### config.mk
export PLATFORM = sky130hd
export DESIGN_NAME = arith_issue_unit
export DESIGN_NICKNAME = d
export VERILOG_FILES = /design/src/rtl/arith_issue_unit.sv
export SDC_FILE = /design/constraint.sdc
export NUM_CORES = 1
export LEC_CHECK = 0
export BUFFER_PORTS_ARGS = -buffer_cell sky130_fd_sc_hd__buf_2
export CAP_MARGIN = 20
export CELL_PAD_IN_SITES_DETAIL_PLACEMENT = 1
export CELL_PAD_IN_SITES_GLOBAL_PLACEMENT = 2
export CORE_AREA = 10 10 60 62
export DETAILED_ROUTE_END_ITERATION = 12
export DIE_AREA = 0 0 70 72
export PLACE_DENSITY_LB_ADDON = 0.1
export RECOVER_POWER = 100
export SLEW_MARGIN = 25
export SYNTH_ARGS = -nofsm -noshare
export SYNTH_HDL_FRONTEND = slang
export SYNTH_SLANG_ARGS = --single-unit
### constraint.sdc
create_clock -name clk -period 3 [get_ports clk]
set_clock_uncertainty 0.1 [all_clocks]
set_input_delay 0.9 -clock clk [delete_from_list [all_inputs] [get_ports clk]]
set_output_delay 0.9 -clock clk [all_outputs]
set_load 0.03 [all_outputs]
### src/rtl/arith_issue_unit.sv
// arith_issue_unit: issues arithmetic opcodes to the ALU, holds controls for a per-op execute window, then strobes writeback
module arith_issue_unit #(
  parameter int NUM_REGS = 4,
  parameter int OPCODE_W = 8,
  parameter logic [OPCODE_W-$clog2(NUM_REGS)-4:0] ARITH_CLASS = 'b001,
  parameter int ADDSUB_CYCLES = 1,
  parameter int MUL_CYCLES = 4,
  parameter int DIV_CYCLES = 8,
  localparam int SRC_W = $clog2(NUM_REGS)
) (
  input  logic                clk,
  input  logic                rst_n,
  input  logic                in_valid,
  output logic                in_ready,
  input  logic [OPCODE_W-1:0] opcode,
  input  logic                stall,
  input  logic                b_is_zero,
  output logic [2:0]          alu_sel,
  output logic                acc_sel,
  output logic [SRC_W-1:0]    alu_b_sel,
  output logic                alu_en,
  output logic                wb_en,
  output logic [NUM_REGS-1:0] destination_reg_flag,
  output logic                illegal_op,
  output logic                div_fault
);
  localparam int MAX_LAT = (MUL_CYCLES > DIV_CYCLES)
    ? ((MUL_CYCLES > ADDSUB_CYCLES) ? MUL_CYCLES : ADDSUB_CYCLES)
    : ((DIV_CYCLES > ADDSUB_CYCLES) ? DIV_CYCLES : ADDSUB_CYCLES);
  localparam int CNT_W = $clog2(MAX_LAT + 1);
  localparam logic [2:0] OP_MUL = 3'b010, OP_DIV = 3'b011, OP_CMP = 3'b110, OP_RSV = 3'b111;
  typedef enum logic [1:0] {IDLE, EXEC, WB} state_t;
  state_t state, state_n;
  logic [CNT_W-1:0] cnt, cnt_n, lat;
  logic [2:0] sel_n, op;
  logic [SRC_W-1:0] b_sel_n, src;
  logic first_exec, first_n, illegal_n, fault_n, legal;
  assign src = opcode[SRC_W-1:0];
  assign op = opcode[SRC_W+2:SRC_W];
  assign legal = opcode[OPCODE_W-1:SRC_W+3] == ARITH_CLASS && op != OP_RSV
                 && {1'b0, src} < (SRC_W+1)'(NUM_REGS);
  assign lat = op == OP_MUL ? CNT_W'(MUL_CYCLES - 1)
             : op == OP_DIV ? CNT_W'(DIV_CYCLES - 1) : CNT_W'(ADDSUB_CYCLES - 1);
  assign in_ready = state == IDLE;
  assign alu_en = state == EXEC;
  assign wb_en = state == WB;
  assign acc_sel = 1'b0;
  // CMP only updates flags, so it writes no register
  assign destination_reg_flag = (wb_en && alu_sel != OP_CMP) ? NUM_REGS'(1) : '0;
  always_comb begin
    state_n = state;
    cnt_n = cnt;
    sel_n = alu_sel;
    b_sel_n = alu_b_sel;
    first_n = 1'b0;
    illegal_n = 1'b0;
    fault_n = 1'b0;
    if (state == IDLE) begin
      if (in_valid && legal) begin
        state_n = EXEC;
        cnt_n = lat;
        sel_n = op;
        b_sel_n = src;
        first_n = 1'b1;
      end else if (in_valid) begin
        illegal_n = 1'b1;
      end
    end else if (state == EXEC) begin
      // zero divisor is checked on the first cycle even if stalled
      if (first_exec && alu_sel == OP_DIV && b_is_zero) begin
        state_n = IDLE;
        fault_n = 1'b1;
      end else if (!stall) begin
        state_n = cnt == '0 ? WB : EXEC;
        cnt_n = cnt == '0 ? cnt : cnt - 1'b1;
      end
    end else begin
      state_n = IDLE;
    end
  end
  always_ff @(posedge clk or negedge rst_n) begin
    if (!rst_n) begin
      state <= IDLE;
      cnt <= '0;
      alu_sel <= '0;
      alu_b_sel <= '0;
      first_exec <= 1'b0;
      illegal_op <= 1'b0;
      div_fault <= 1'b0;
    end else begin
      state <= state_n;
      cnt <= cnt_n;
      alu_sel <= sel_n;
      alu_b_sel <= b_sel_n;
      first_exec <= first_n;
      illegal_op <= illegal_n;
      div_fault <= fault_n;
    end
  end
endmodule
==> metrics.sh <==
ANTENNA_FOUND_INITIAL=0
WORSTPATHMAXFANOUT=5
MET1_LENGTH_UM=890
DETAILEDROUTE.FIRSTITERATIONVIOLATIONS=16
SWITCHINGPOWER_mW=0.370
SWITCHING_SHARE_PCT=45.8
INITIAL_CORE_UTIL_PCT=30.6
POWER.DENSITY_nW_PER_UM2=943
CTS.ROOT.BUFFER_CELL='clkbuf_4'
YOSYSWARNINGS=0
ASYNC_FLOP_SHARE_PCT=100
DETAILEDPLACEMENTHPWL_UM=1530
SORT_OF_ELEMENT_AT_THE_START_OF_THE_CRITICAL_PATH='flop'
SHARE_SEQ_OF_TOTAL_POWER_PCT=38.6
HIGHEST_LAYER='met4'
DIE_AREA_SQ_UM=5040
MAXSLEWHEADROOM_PCT=50.9
P_CLK_SHARE_PCT=12.7
CLK_PIN_SLEW_NS=0.08
REPORT.FINAL.SLEW_VIOL_COUNT=0
LAYOUT_WORST_PATH_CYCLE_SHARE_PCT=79.2
WS_PATH_TYPE='reg2out'
SYN_AREA_PER_CELL_SQ_UM=11.4
CTS-BUFFERS-INSERTED=3
STATUS='completed'
AREA_GROWTH_PCT=15.3
POST_CTS_REPAIR_TIMING_SETUP_BUFFER_COUNT=0
CLOCK_SINKS=14
DIE_X_UM=70
SYNTH.DISTINCT_CELLS=26
INSERTION_DELAY_NS=0.27
SYNTH-XOR-AREA-SHARE_PCT=0
POSTCTSRESIZEDCELLS=0
WORSTPATHREQUIRED_NS=2.00
SYNTH_SIMPLE_GATE_AREA_SHARE_PCT=13.6
TOP_LEVEL_PORTS=28
SYNTH-COMPOUND-AREA-SHARE_PCT=18.2
CLASS_OF_THE_WORST_HOLD_PATH='reg2reg'
VIASPERCELL=4.79
POWER_LEAKAGE_nW=0.408
YOSYS_MOST_USED_DFF='dfrtp_1'
INTERNAL_POWER_mW=0.438
GRT_START_MAX_NET_PINS=15
ROUTE.FINAL.WIRE_LENGTH_UM=1830
FILL_CELLS=298
SEQ_AREA_FRAC_SYNTH_PCT=47.1
POST-SYNTH-TOP-AREA-CELL='dfrtp_1'
SYNTHADDERAREAFRAC_PCT=3.37
FINAL-INSTANCE-COUNT-EXCL-FILL=122
PLACED_INSTS=119
AREA_TAKEN_BY_MULTI_INPUT_LOGIC_GATES_SQ_UM=317
UNREPAIRED_SETUP_ENDPOINTS_AFTER_GLOBAL_ROUTING='no'
FINALSETUPVIOLCOUNT=0
ARRIVAL_NS=1.38
NUMBER_OF_NETS_IN_THE_FINISHED_DESIGN=109
COMBPWRFRAC_PCT=48.7
WL_MET3_UM=89
FINALCOREUTILIZATION_PCT=35.2
TRACK_USAGE_PCT=7.26
DRIVE_ABOVE_1_SHARE_PCT=23.9
PORT_BUFFERS=23
POWER.IR.VDD_WORST_mV=0.446
ANTENNA_VIOLATING_NETS_POST_ROUTE=0
FLOORPLAN.ROWS=18
MET2WIRELENGTH_UM=830
SYNTH_TOP_FAMILY_BY_AREA='compound AO/OA/AOI/OAI gates'
DETAILROUTE.VIA_COUNT=584
FIN_SETUP_TNS_NS=0
SETUP.WORST_PATH.END_CLASS='primary output'
HOLD_BUFFERS=0
GLOBAL_PLACEMENT_ROUTABILITY_CONGESTION=0.693
MOST-COMMON-LAYOUT-CELLS='dfrtp_1, clkbuf_1, buf_2'
FMAX_MHz=421
CLOCK_TREE.HTREE_LEVEL_COUNT=1
REMAINING_DRC_ERRORS=0
TRITONCTS='done'
CTS.PATH.MAX_BUFFERS=2
SYNTH_ENABLE_FLOP_CELLS=0
CAP_VIOL_MAX_COUNT=0
NUM_ANTENNA_CELLS=0
NUMBER_OF_GLOBAL_ROUTE_VIAS_BEFORE_REPAIR=657
POSTSYNTHCELLCOUNT=65
FIRST_PASS_GRT_WIRE_LENGTH_UM=3060
SYNTHMUXAREASHARE_PCT=10.1
FINALHOLDVIOLATIONS=0
YS_SEQ_ELEMENTS=14
NETLIST.AREA_LEADER.SHARE_PCT=47.1
POST_SYNTH_MAIN_AREA_CONTRIBUTORS='dfrtp_1, mux2_2, o21ai_0'
GRT.OVERFLOW.TOTAL=0
TIMING.FINAL.CRIT_PERIOD_NS=2.38
POST_SYNTH_INSTANCE_AREA_SQ_UM=743
PLACEABLECOREAREA_SQ_UM=2430
FP.DIEH_UM=72
AREA.SEQUENTIAL_SQ_UM=350
DRT_FIRST_PASS_ITERS=3
REPORT.POWER.TOTAL_mW=0.808
TIGHTESTPINTRANSITION_NS=0.737
POST_DRT_WL_PER_CELL_UM=15.0
==> logic make-up (layout without fill, tap and decap cells) <==
family | after synthesis | count (layout)
AOI/OAI and AO/OA | 16 | 16
adders and majority gates | 2 | 2
buffers and inverters | 10 | 34
DFF | 14 | 14
muxes | 6 | 6
other | 1 | 4
and+or+nand+nor | 16 | 16
==> per-layer routing <==
| layer | global-route usage, % | up-vias |
|---|---|---|
| li1 | - | 279 |
| met1 | 8.40 | 285 |
| met2 | 11.4 | 18 |
| met3 | 3.54 | 2 |
| met4 | 2.63 | 0 |
| met5 | 0 | - |
==> registers in the layout, indices dropped and copies added (netlist names) <==
name	count
first_exec	1
alu_b_sel	2
alu_sel	3
cnt	4
div_fault	1
state	2
illegal_op	1
==> power groups by stage <==
stage / clock network [mW] / registers [mW] / logic, mW
2_1_floorplan: 0 / 0.378 / 0.245
3_3_place_gp: 0 / 0.316 / 0.433
3_5_place_dp: 0 / 0.317 / 0.436
4_1_cts: 0.109 / 0.313 / 0.438
5_1_grt: 0.119 / 0.327 / 0.432
6_report: 0.103 / 0.312 / 0.393
==> metrics by stage <==
stage	worst slack, ns	instance area, sq um	hold WS, ns
floorplan	0.618	754	0.364
global placement	0.574	892	0.386
detailed placement	0.548	892	0.395
CTS	0.701	915	0.409
global route	0.515	857	0.442
finish	0.623	857	0.413
==> worst max-delay path, cell delays in order (launching register included) <==
cell and delay, ns:
dfrtp_1 0.43, nor2_1 0.32, clkbuf_1 0.36
==> Yosys cell counts, types with 2 or more instances <==
| cell | count |
|---|---|
| buf_4 | 4 |
| dfrtp_1 | 14 |
| ha_1 | 2 |
| inv_1 | 6 |
| mux2_2 | 4 |
| mux2_4 | 2 |
| nand2_1 | 3 |
| nor2_1 | 3 |
| o211a_1 | 2 |
| o21ai_0 | 7 |
| or3b_4 | 2 |
| or4_1 | 2 |
==> cell type report <==
cell class	count	share of cell area [%]
sequential	14	40.9
multi-input combinational	44	36.9
timing repair buffer	25	12.6
tap	30	4.38
clock buffer	3	2.63
inverter	6	2.63
==> final timing paths <==
check,start,end,slack (ns),cells after the start
max,state[1]$_DFFE_PN0P_,in_ready,0.62,2
min in group asynchronous,rst_n,cnt[0]$_DFFE_PN0P_,0.56,1
max reg2reg,state[1]$_DFFE_PN0P_,cnt[1]$_DFFE_PN0P_,1.00,5
max in group asynchronous,rst_n,alu_b_sel[0]$_DFFE_PN0P_,1.78,1
min reg2reg,alu_b_sel[1]$_DFFE_PN0P_,alu_b_sel[1]$_DFFE_PN0P_,0.41,1
min,alu_b_sel[1]$_DFFE_PN0P_,alu_b_sel[1]$_DFFE_PN0P_,0.41,1
(Power assumes the default switching activity.)
